===== src/rtl/detector_round_ctrl.sv =====
// detector_round_ctrl: classifies locked detector results, keeps per-player scores and re-arms the detector.
// Optional ARMED-state timeout is built in when DETECTOR_ROUND_TIMEOUT_EN is defined.
module detector_round_ctrl #(
    parameter int SCORE_W        = 4,
    parameter int WIN_SCORE      = 3,
    parameter int HOLD_CYCLES    = 4,
    parameter int TIMEOUT_CYCLES = 1000
) (
    input  logic               clk,
    input  logic               rst,
    input  logic [2:0]         y_in,
    output logic               res_valid,
    input  logic               res_ready,
    output logic [1:0]         res_id,
    output logic               res_tie,
    output logic [2:0]         res_bits,
    output logic [SCORE_W-1:0] score_a,
    output logic [SCORE_W-1:0] score_b,
    output logic [SCORE_W-1:0] score_c,
    output logic               rearm,
    output logic               game_over,
    input  logic               new_game
);
    localparam int HW = HOLD_CYCLES > 1 ? $clog2(HOLD_CYCLES) : 1;

    if (WIN_SCORE < 1 || WIN_SCORE >= 2 ** SCORE_W || TIMEOUT_CYCLES < 1) begin : g_bad_param
        $error("detector_round_ctrl: illegal parameter value");
    end

    typedef enum logic [2:0] {ARMED, REPORT, HOLD, REARM, WAIT_CLR, GAME_OVER} state_t;
    state_t state, next_state;

    logic [HW-1:0]      hold_cnt;
    logic               tmo_hit;
    logic               accept, multi, scored, won;
    logic [1:0]         first;
    logic [SCORE_W-1:0] win_cur, win_next;
    logic               valid_d, tie_d;
    logic [1:0]         id_d;
    logic [2:0]         bits_d;
    logic [SCORE_W-1:0] a_d, b_d, c_d;

    assign accept   = res_valid && res_ready;
    assign multi    = (y_in[0] & y_in[1]) | (y_in[0] & y_in[2]) | (y_in[1] & y_in[2]);
    assign first    = y_in[0] ? 2'd0 : (y_in[1] ? 2'd1 : 2'd2);
    assign win_cur  = res_id == 2'd0 ? score_a : (res_id == 2'd1 ? score_b : score_c);
    assign win_next = &win_cur ? win_cur : win_cur + 1'b1;
    assign scored   = state == REPORT && accept && !res_tie && res_id != 2'd3;
    assign won      = scored && win_next >= SCORE_W'(WIN_SCORE);

`ifdef DETECTOR_ROUND_TIMEOUT_EN
    localparam int TW = TIMEOUT_CYCLES > 1 ? $clog2(TIMEOUT_CYCLES) : 1;
    logic [TW-1:0] tmo_cnt;
    assign tmo_hit = state == ARMED && y_in == 3'b000 && tmo_cnt == TW'(TIMEOUT_CYCLES - 1);
    always_ff @(posedge clk or posedge rst) begin
        if (rst) tmo_cnt <= '0;
        else     tmo_cnt <= (state == ARMED && y_in == 3'b000 && !tmo_hit) ? tmo_cnt + 1'b1 : '0;
    end
`else
    assign tmo_hit = 1'b0;
`endif

    always_ff @(posedge clk or posedge rst) begin
        if (rst) begin
            state     <= ARMED;
            hold_cnt  <= '0;
            res_valid <= 1'b0;
            res_id    <= 2'd0;
            res_tie   <= 1'b0;
            res_bits  <= 3'b000;
            score_a   <= '0;
            score_b   <= '0;
            score_c   <= '0;
            rearm     <= 1'b0;
            game_over <= 1'b0;
        end else begin
            state     <= next_state;
            hold_cnt  <= state == HOLD ? hold_cnt + 1'b1 : '0;
            res_valid <= valid_d;
            res_id    <= id_d;
            res_tie   <= tie_d;
            res_bits  <= bits_d;
            score_a   <= a_d;
            score_b   <= b_d;
            score_c   <= c_d;
            rearm     <= next_state == REARM;
            game_over <= next_state == GAME_OVER;
        end
    end

    always_comb begin
        next_state = state;
        case (state)
            ARMED:     if (y_in != 3'b000 || tmo_hit) next_state = REPORT;
            REPORT:    if (accept) next_state = won ? GAME_OVER : (HOLD_CYCLES == 0 ? REARM : HOLD);
            HOLD:      if (hold_cnt == HW'(HOLD_CYCLES - 1)) next_state = REARM;
            REARM:     next_state = WAIT_CLR;
            WAIT_CLR:  if (y_in == 3'b000) next_state = ARMED;
            GAME_OVER: if (new_game) next_state = REARM;
            default:   next_state = ARMED;
        endcase
    end

    // Result fields only change when a new round is latched, so they stay stable through REPORT.
    always_comb begin
        valid_d = res_valid;
        id_d    = res_id;
        tie_d   = res_tie;
        bits_d  = res_bits;
        a_d     = score_a;
        b_d     = score_b;
        c_d     = score_c;
        if (state == ARMED && y_in != 3'b000) begin
            valid_d = 1'b1;
            bits_d  = y_in;
            tie_d   = multi;
            id_d    = multi ? 2'd0 : first;
        end else if (tmo_hit) begin
            valid_d = 1'b1;
            bits_d  = 3'b000;
            tie_d   = 1'b0;
            id_d    = 2'd3;
        end
        if (state == REPORT && accept) valid_d = 1'b0;
        if (scored) begin
            a_d = res_id == 2'd0 ? win_next : score_a;
            b_d = res_id == 2'd1 ? win_next : score_b;
            c_d = res_id == 2'd2 ? win_next : score_c;
        end
        if (state == GAME_OVER && new_game) begin
            a_d = '0;
            b_d = '0;
            c_d = '0;
        end
    end
endmodule

===== config.mk =====
export PLATFORM = sky130hd
export DESIGN_NAME = detector_round_ctrl
export DESIGN_NICKNAME = d
export VERILOG_FILES = /design/src/rtl/detector_round_ctrl.sv
export SDC_FILE = /design/constraint.sdc
export NUM_CORES = 1
export LEC_CHECK = 0
export ABC_AREA = 1
export CAP_MARGIN = 20
export CORE_MARGIN = 10
export CORE_UTILIZATION = 30
export CTS_CLUSTER_DIAMETER = 100
export DETAILED_ROUTE_END_ITERATION = 10
export HOLD_SLACK_MARGIN = 0.15
export PLACE_DENSITY_LB_ADDON = 0.15
export SETUP_SLACK_MARGIN = 0.1
export SLEW_MARGIN = 5
export SYNTH_ARGS = -nofsm -noshare
export SYNTH_HDL_FRONTEND = slang
export SYNTH_SLANG_ARGS = --single-unit
export TNS_END_PERCENT = 50

===== constraint.sdc =====
create_clock -name clk -period 1.85 [get_ports clk]
set_input_delay 0.37 -clock clk [delete_from_list [all_inputs] [get_ports clk]]
set_output_delay 0.37 -clock clk [all_outputs]
set_load 0.05 [all_outputs]

==> impl_metrics.toml <==
[global_route]
grt_usage_pct = 9.70
antenna_found_initial = 0
grt_pass1_wl_mm = 5.89
grt_pass1_vias = 1293
grt_start_max_net_pins = 27
overflow = 0

[place]
finalWeightedCongestion = 0.790
numPortBuffers = 27
dpl.hpwl_mm = 2.79

[sta]
max_slew_margin_pct = 69.7
setup_tns_ns = -0.553
max_freq_mhz = 496
final_hold_viol_count = 0
rsz0062_at_grt = "yes"
min_period_over_period_pct = 109
fin_worst_skew_ns = 0.00291
setup_viol = 5
worst_slew_pin_slew_ns = 0.455
period_needed_ns = 2.02
worst_slack_ns = -0.167
drv_slew = 0

[worst_setup_path]
slowest_stage = "dfrtp_4"
startpoint = "res_id[1]"
cp_slowest_stage_delay_ns = 0.53
required_ns = 2.02
endpoint = "rearm"
rr_worst_depth = 14
r2r_start = "res_id[1]"
startpoint_type = "flop"
r2r_end = "rearm"
r2r_slack_ns = -0.17
critical_path_class = "flop to flop"
worst-path-max-fanout = 5
cp-end-kind = "flop"
critPathMostFrequentCell = "nand2_2"
cp_data_arrival_time_ns = 2.19
cp_cell_sequence = "nor2_4 -> nand2_1 -> nand2_2 -> nor2_4 -> ha_4 -> xor2_1 -> nor2_1 -> nand2_2 -> nand2_4 -> nand2_2 -> nand2_2 -> nand2_2 -> nand2_1 -> inv_1"

[synthesis]
synthTopCellsByCount = "52 x nand2_1, 28 x inv_1, 26 x dfrtp_1"
synth_cell_types = 20
synth_top_area_share_pct = 48.9
yosys-top-cells-area = "dfrtp_1 49%, nand2_1 15%, inv_1 7.9%"
syn_area_sq_mm = 0.00133
synth.most_common_cell = "nand2_1"
ys_seq_area_share_pct = 48.9
synth-main-ff-cell = "dfrtp_1"
synth_warnings = 0
syn_nets = 181
syn_avg_cell_area_sq_um = 7.73
synth_edf_count = 0
ys_seq_elements = 26
ys_async_sr_fraction_pct = 100
synth_top_area_cell = "dfrtp_1"
syn-instance-count = 172

[die]
fp.coreArea_sq_mm = 0.00432
io_pins = 28
dieWidth_um = 86.6
dieArea_sq_mm = 0.00750
initial_core_util_pct = 30.8
die_h_um = 86.6
rows = 24

[detailed_routing]
route.detailed.wl_per_inst_um = 13.8
wl_mm = 3.69
ant_nets = 0
vias = 1240
drt_pass1_iterations = 4
vias_per_cell = 4.63
drc_errors = 0
drtIter0Drc = 78

[finish]
finalCoreUtilization_pct = 42.8
fin_nets = 226
drive_above_1_share_pct = 31.5
n_antenna_cell = 0
syn_to_final_growth_pct = 39.1
nFillCells = 453

[clock_tree]
clock_latency_ns = 0.27
cts-root-buf = "clkbuf_8"
tritoncts = "built"
cts_buffer_depth = 2
cts_max_level = 1
holdBufCountCts = 0
clkTransAtPathRegs_ns = 0.09
cts.sinks = 26
cts_made_buffers = 3

[status]
status = "finished with violations"
violations = "negative setup slack"

[job]
cap_violations = 0

[hold_path]
hp-class = "input port to asynchronous set/reset pin"
[per-layer routing]
layer | part of all wire [%] | track usage (%) | vias to the layer above
met3 | 6.0 | 2.63 | 4
met2 | 50 | 17.7 | 24
met1 | 43 | 10.7 | 582
met4 | 0.81 | 2.65 | 0
li1 | - | - | 630
met5 | 0 | 0 | -
[cell type report]
| cell class | instances | area, sq um | share of cell area [%] |
|---|---|---|---|
| clock buffer | 4 | 45.0 | 2.43 |
| inverter | 29 | 109 | 5.88 |
| multi-input combinational | 116 | 649 | 35.1 |
| sequential | 26 | 656 | 35.4 |
| tap | 52 | 65.1 | 3.52 |
| timing repair buffer | 41 | 327 | 17.6 |
[metrics by stage]
stage,hold WS [ns],std cells,cell area [sq um],worst slack (ns)
global placement,0.421,259,1700,-0.0823
finish,0.446,268,1850,-0.167
global route,0.479,268,1850,-0.295
detailed placement,0.426,259,1700,-0.107
CTS,0.447,265,1760,-0.0380
floorplan,0.410,172,1360,-0.0161
[logic make-up after synthesis]
family / after synthesis / share of synthesized area [%]
and+or+nand+nor: 87 / 29.3
buffers and inverters: 30 / 9.03
AOI/OAI and AO/OA: 26 / 10.3
DFF: 26 / 48.9
adders and majority gates: 2 / 1.88
xor gates and xnor gates: 1 / 0.659
[layout by cell type (no fill, tap or decap), types with 2 or more instances in the layout]
cell type        synthesis  routed
nand2_1                 52      40
dfrtp_1                 26      24
clkbuf_8                 0       3
nor2_4                   1       2
nor2_1                  14      13
nand3_2                  5       5
nand2_2                  1      12
clkdlybuf4s50_1          0       6
o21ai_0                 18      16
nor3_1                   3       2
nand3_1                  8       7
a21oi_2                  0       2
inv_1                   28      28
buf_4                    0      34
a21oi_1                  5       3
nand4_1                  2       2
[flip-flops by register name, summed over array words and instances, names as in the netlist]
register and flops:
score_c 4, game_over 1, res_bits 3, score_a 4, res_tie 1, res_id 2, score_b 4, rearm 1
state 3, res_valid 1, hold_cnt 2
[repair_timing]
action | in CTS | in global routing
endpoints found under the setup margin | 8 | 17
setup buffers | 2 | 3
pin swaps | 6 | 10
resized for setup | 2 | 20
[worst min-delay path by stage]
stage / startpoint / cells after the start / slack [ns] / to
after floorplan: rst / 1 / 0.41 / game_over
after global placement: hold_cnt[0] / 1 / 0.42 / hold_cnt[0]
after detailed placement: hold_cnt[0] / 1 / 0.43 / hold_cnt[0]
after CTS: rst / 3 / 0.45 / res_bits[0]
after global routing: hold_cnt[0] / 1 / 0.48 / hold_cnt[0]
final: rst / 3 / 0.45 / res_bits[0]
[worst max-delay path, delay by kind of cell, from the launching register on]
kind	cells	cell delay, ns
XOR/XNOR	1	0.18
adder cells (fa/ha/maj)	1	0.18
buffers and inverters	1	0.03
flip-flops	1	0.53
AND/OR/NAND/NOR	11	1.01
Power is not shown: default switching activity piles up to over one toggle a cycle in this logic, so the estimate is an artifact.
